[src/rtl/fetch_pkg.sv]
// ---------------------------------------------------------------------------
// fetch_pkg
// Shared types and constants for the instruction fetch stage.
//   INSTR_W / PC_W    : instruction and program-counter widths
//   NOP_INSTR         : canonical rv32i NOP (addi x0, x0, 0)
//   RESET_PC_DEFAULT  : default fetch PC after reset
//   fetch_entry_t     : one buffered fetch, {pc, instr}
// ---------------------------------------------------------------------------
package fetch_pkg;

    localparam int          INSTR_W          = 32;
    localparam int          PC_W             = 32;
    localparam logic [31:0] NOP_INSTR        = 32'h0000_0013;
    localparam logic [31:0] RESET_PC_DEFAULT = 32'h0000_0000;

    typedef struct packed {
        logic [PC_W-1:0]    pc;
        logic [INSTR_W-1:0] instr;
    } fetch_entry_t;

endpackage

[src/rtl/fetch_fifo.sv]
// ---------------------------------------------------------------------------
// fetch_fifo
// Synchronous FIFO of fetch_entry_t with a flush input and same-cycle
// push/pop. The read side is taken straight from storage at the head pointer
// so the consumer sees no combinational path from push/pop/flush.
// Ports:
//   clk      in  : rising-edge clock
//   reset    in  : asynchronous, active-low; clears pointers, count, storage
//   flush    in  : drop all entries and reset pointers; beats push/pop
//   push     in  : write wr_entry at the tail
//   pop      in  : remove the head
//   wr_entry in  : entry to write
//   rd_entry out : entry at the head (stale slot while empty)
//   full     out : count == DEPTH
//   empty    out : count == 0
// ---------------------------------------------------------------------------
import fetch_pkg::*;

module fetch_fifo #(
    parameter int DEPTH = 4
) (
    input  logic         clk,
    input  logic         reset,
    input  logic         flush,
    input  logic         push,
    input  logic         pop,
    input  fetch_entry_t wr_entry,
    output fetch_entry_t rd_entry,
    output logic         full,
    output logic         empty
);

    localparam int PTR_W = $clog2(DEPTH);
    localparam int CNT_W = PTR_W + 1;

    fetch_entry_t     mem [DEPTH];
    logic [PTR_W-1:0] head;
    logic [PTR_W-1:0] tail;
    logic [CNT_W-1:0] count;
    logic             do_push;
    logic             do_pop;

    // Guard against overflow/underflow even if the caller misbehaves; a push
    // into a full FIFO is only legal when the head leaves in the same cycle.
    assign do_pop  = pop && !empty;
    assign do_push = push && (!full || do_pop);

    assign full     = (count == CNT_W'(DEPTH));
    assign empty    = (count == '0);
    assign rd_entry = mem[head];

    // Pointers wrap naturally because DEPTH is a power of two.
    always_ff @(posedge clk or negedge reset) begin
        if (!reset) begin
            head  <= '0;
            tail  <= '0;
            count <= '0;
            for (int i = 0; i < DEPTH; i++) begin
                mem[i] <= '0;
            end
        end else if (flush) begin
            head  <= '0;
            tail  <= '0;
            count <= '0;
        end else begin
            if (do_push) begin
                mem[tail] <= wr_entry;
                tail      <= tail + 1'b1;
            end
            if (do_pop) begin
                head <= head + 1'b1;
            end
            case ({do_push, do_pop})
                2'b10:   count <= count + 1'b1;
                2'b01:   count <= count - 1'b1;
                default: count <= count;
            endcase
        end
    end

endmodule

[src/rtl/fetch_unit.sv]
// ---------------------------------------------------------------------------
// fetch_unit
// Instruction fetch stage between the program ROM and the rv32i core.
// Holds the fetch PC, drives the ROM word address and buffers fetched
// {pc, instr} pairs in fetch_fifo. A redirect flushes the buffer and
// restarts fetch at the new (word-aligned) PC.
// Ports:
//   clk            in  : rising-edge clock
//   reset          in  : asynchronous, active-low (0 = in reset)
//   rom_addr       out : ROM word address, fetch_pc[ADDR_W+1:2]
//   rom_data       in  : ROM read data for rom_addr, same cycle
//   redirect_valid in  : flush and restart request
//   redirect_pc    in  : restart PC, low two bits ignored
//   inst_valid     out : FIFO head holds a valid instruction
//   inst_ready     in  : decode accepts the head this cycle
//   inst           out : instruction at the FIFO head
//   inst_pc        out : byte PC of inst
//   fetch_pc       out : PC currently presented to the ROM
// ---------------------------------------------------------------------------
import fetch_pkg::*;

module fetch_unit #(
    parameter logic [PC_W-1:0] RESET_PC = RESET_PC_DEFAULT,
    parameter int              DEPTH    = 4,
    parameter int              ADDR_W   = 5
) (
    input  logic               clk,
    input  logic               reset,
    output logic [ADDR_W-1:0]  rom_addr,
    input  logic [INSTR_W-1:0] rom_data,
    input  logic               redirect_valid,
    input  logic [PC_W-1:0]    redirect_pc,
    output logic               inst_valid,
    input  logic               inst_ready,
    output logic [INSTR_W-1:0] inst,
    output logic [PC_W-1:0]    inst_pc,
    output logic [PC_W-1:0]    fetch_pc
);

    logic [PC_W-1:0] pc_q;
    logic [PC_W-1:0] redirect_aligned;
    logic            push;
    logic            pop;
    logic            full;
    logic            empty;
    fetch_entry_t    wr_entry;
    fetch_entry_t    rd_entry;

    assign redirect_aligned = redirect_pc & ~PC_W'(3);

    assign inst_valid = !empty;
    assign pop        = inst_valid && inst_ready;
    // A redirect kills the push; the FIFO flush already discards any pop.
    assign push       = (!full || pop) && !redirect_valid;

    assign wr_entry.pc    = pc_q;
    assign wr_entry.instr = rom_data;

    assign fetch_pc = pc_q;
    assign rom_addr = pc_q[ADDR_W+1:2];
    assign inst     = rd_entry.instr;
    assign inst_pc  = rd_entry.pc;

    // Fetch PC: redirect wins, otherwise advance one word per push.
    // The +4 wraps from 32'hFFFF_FFFC to 0 by plain modular arithmetic.
    always_ff @(posedge clk or negedge reset) begin
        if (!reset) begin
            pc_q <= RESET_PC;
        end else if (redirect_valid) begin
            pc_q <= redirect_aligned;
        end else if (push) begin
            pc_q <= pc_q + PC_W'(4);
        end
    end

    fetch_fifo #(
        .DEPTH (DEPTH)
    ) u_fifo (
        .clk      (clk),
        .reset    (reset),
        .flush    (redirect_valid),
        .push     (push),
        .pop      (pop),
        .wr_entry (wr_entry),
        .rd_entry (rd_entry),
        .full     (full),
        .empty    (empty)
    );

endmodule

[config.mk]
export PLATFORM = sky130hd
export DESIGN_NAME = fetch_unit
export DESIGN_NICKNAME = d
export VERILOG_FILES = /design/src/rtl/fetch_pkg.sv /design/src/rtl/fetch_fifo.sv /design/src/rtl/fetch_unit.sv
export SDC_FILE = /design/constraint.sdc
export NUM_CORES = 1
export LEC_CHECK = 0
export CORE_ASPECT_RATIO = 0.75
export CORE_MARGIN = 1
export CORE_UTILIZATION = 57
export CTS_BUF_LIST = sky130_fd_sc_hd__clkbuf_8
export CTS_CLUSTER_DIAMETER = 100
export DETAILED_ROUTE_END_ITERATION = 10
export GPL_ROUTABILITY_DRIVEN = 1
export PLACE_DENSITY = 0.82
export SLEW_MARGIN = 30
export SYNTH_ARGS = -nofsm -noshare
export SYNTH_HDL_FRONTEND = slang
export SYNTH_SLANG_ARGS = --single-unit
export TNS_END_PERCENT = 30
[constraint.sdc]
create_clock -name clk -period 4.1 [get_ports clk]
set_input_delay 0.82 -clock clk [delete_from_list [all_inputs] [get_ports clk]]
set_output_delay 0.82 -clock clk [all_outputs]
set_load 0.01 [all_outputs]
==> flow_summary.yaml <==
critical_path:
  cp_max_fo: 32
  crit_path_top_delay_cell: "dfrtp_4"
  crit_chain: "buf_12 > mux4_2 > clkdlybuf4s50_1"
  worstPathArrival_ps: 2760
  crit_family: "buffers and inverters"
  start_kind: "flop"
  cp.required_ps: 3280
  worstSetupPathType: "flop to output pin"
  endpoint_kind: "output pin"
  critPathMaxStageDelay_ps: 760
  crit_buf_inv: 2
sta:
  max_freq_mhz: 279.5
  tns_ps: 0
  finalHoldViolCount: 0
  min_period_ps: 3578
  final-setup-viol-count: 0
  timing.final.crit_share: 0.8726
  max-slew-margin-rel: 0.5073
  rsz0062_at_grt: "no"
  drv_slew: 0
  worst_pin_slew_ps: 739.0
  clock_skew_ps: 20.14
clocking:
  post_cts_buffers: 0
  cts_tree: "yes"
  clk_pin_slew_worst_paths_ps: 60
  htreeDepth: 2
  numCtsBuffers: 45
  clockBufferDepth: 3
  cts-root-buf: "clkbuf_8"
  clk_latency_ps: 540
  cts_resized: 0
  cts-hold-fix-buffers: 0
  clkSinkCount: 285
detailed_routing:
  via_per_inst: 5.979
  initialDrtViolationCount: 516
  firstDrtPassIters: 5
  drt_wl_total_um: 28550
  num_vias: 8042
  wl_per_cell_um: 21.23
  drc: 0
  ant_nets: 0
layout:
  final_cell_mix: "dfrtp_1 (283), mux2_2 (227), clkdlybuf4s50_1 (162), mux4_2 (62), clkbuf_8 (49)"
  syn2layout_area_growth_pct: 20.50
  fin_area_um2: 15610
  drive_above_1_share: 0.3520
  final.fill_count: 1530
  final_common_cell: "dfrtp_1"
  n_antenna_cell: 0
  nets: 1098
global_route:
  grt_overflow: 0
  grt_max_degree: 86
  grtUsageTotal: 0.2559
  antenna_found_initial: 0
  grt_pass1_vias: 8392
  grt_pass1_wl_um: 46290
place:
  dp_hpwl_um: 17740
  placed_area_um2: 14830
  place.gp.congestion: 0.7657
  io_buffers: 163
synth:
  syn_inst: 874
  yosys.area.top_type: "dfrtp_1"
  synth_compound_area_frac: 0.02859
  synth-xor-area-share: 0.006761
  yosys.area_share.simple: 0.04984
  synth_top_area_frac: 0.5506
  ys_warn_count: 0
  yosys_most_used_dff: "dfrtp_1"
  yosysSeqAreaShare: 0.5506
  synth.area.top_cells: "dfrtp_1 (55%), mux2_2 (20%), mux4_2 (11%), mux2_1 (1.9%), buf_2 (1.5%)"
  ys_ff_latch: 285
  synth_edf_count: 0
  synth_mux_area_frac: 0.3250
  synth_top_family_by_area: "multiplexers"
  synthesis.area_um2: 12950
  synth_adder_area_share: 0.006375
  async_flop_share: 1.000
  syn_area_per_cell_um2: 14.82
  yosys.cell_types.count: 46
floorplanning:
  io_pins: 170
  coreArea_um2: 22170
  start_util: 0.5843
  num_rows: 47
  die_h_um: 132.6
  die-area_um2: 23340
  die_w_um: 176.1
run:
  max_cap_violations: 0
power:
  ir_worst_vdd_v: 0.0003731
  total_power_uw: 10450
  power.density_nw_per_um2: 669.6
  power.static_leakage_uw: 0.006268
status:
  status: "finished, final reports clean"
min_path:
  hold_path_class: "input port to asynchronous set/reset pin"
==> where the power goes <==
| part | internal, uW | switching, uW | leakage, uW |
|---|---|---|---|
| logic | 2340 | 1260 | 0.00243 |
| registers | 3980 | 726 | 0.00336 |
| clock network | 1090 | 1060 | 0.000479 |
==> through the flow <==
stage / cells / util / setup WS (ps) / hold slack [ps]
2_1_floorplan: 877 / - / 1508 / 452.4
3_3_place_gp: 1267 / 0.6647 / 557.1 / 462.3
3_5_place_dp: 1271 / 0.6689 / 614.2 / 473.2
4_1_cts: 1345 / 0.7040 / 445.0 / 274.2
5_1_grt: 1345 / 0.7040 / 351.2 / 292.8
6_report: 1345 / 0.7040 / 522.5 / 244.8
==> layer usage <==
metal | global-route usage | vias up | wire length [um]
li1 | - | 3542 | -
met1 | 0.3661 | 4173 | 12280
met2 | 0.3941 | 277 | 13660
met3 | 0.05977 | 50 | 2056
met4 | 0.07391 | 0 | 554
met5 | 0 | - | 0
==> sequential cells by signal, summed over array words and instances (netlist names) <==
| name | flops |
|---|---|
| fetch_pc | 30 |
| u_fifo.count | 3 |
| u_fifo.head | 2 |
| u_fifo.mem | 248 |
| u_fifo.tail | 2 |
==> worst paths after layout <==
check	start	end	slack [ps]	cells past startpoint
min in group clk	u_fifo.mem[107]$_DFFE_PN0P_	u_fifo.mem[107]$_DFFE_PN0P_	490	1
hold reg to reg	u_fifo.mem[107]$_DFFE_PN0P_	u_fifo.mem[107]$_DFFE_PN0P_	490	1
max in group asynchronous	reset	u_fifo.mem[89]$_DFFE_PN0P_	2890	2
hold / removal	reset	u_fifo.mem[49]$_DFFE_PN0P_	240	1
setup reg to reg	u_fifo.count[0]$_DFFE_PN0P_	u_fifo.mem[245]$_DFFE_PN0P_	1510	4
setup / recovery	u_fifo.head[0]$_DFFE_PN0P_	inst_pc[2]	520	3
==> cell type report <==
type / count / area, um^2 / share of cell area
clock buffer: 49 / 674.4 / 0.04321
clock inverter: 25 / 103.9 / 0.006653
inverter: 8 / 30.03 / 0.001924
multi-input combinational: 506 / 5431 / 0.3480
sequential: 285 / 7137 / 0.4572
tap: 294 / 367.9 / 0.02357
timing repair buffer: 178 / 1864 / 0.1194
==> cell usage after synthesis (2+ instances only) <==
cell / instances
buf_2: 40
mux2_1: 22
xnor2_1: 4
inv_1: 7
or4_1: 14
and2_1: 3
or3_1: 5
nor4b_1: 2
buf_4: 11
nand4_1: 10
o31ai_1: 14
o21ai_0: 14
nand2_1: 23
nand4_2: 2
a21oi_1: 5
dfrtp_1: 285
a31oi_1: 19
mux2_2: 227
and4_1: 3
mux4_2: 62
nor3_1: 4
ha_1: 5
nand3_1: 9
and3_1: 6
nor4_1: 2
xor2_1: 6
nor2_1: 26
clkbuf_1: 23
buf_1: 3
a211o_1: 2
==> logic make-up after synthesis <==
kind of cell | after synthesis
mux | 312
buf+inv | 86
fa+ha+maj | 6
simple gates | 116
compound gates | 58
other cells | 1
flops | 285
xor+xnor | 10
No activity file was read; power rests on OpenSTA's default activity.
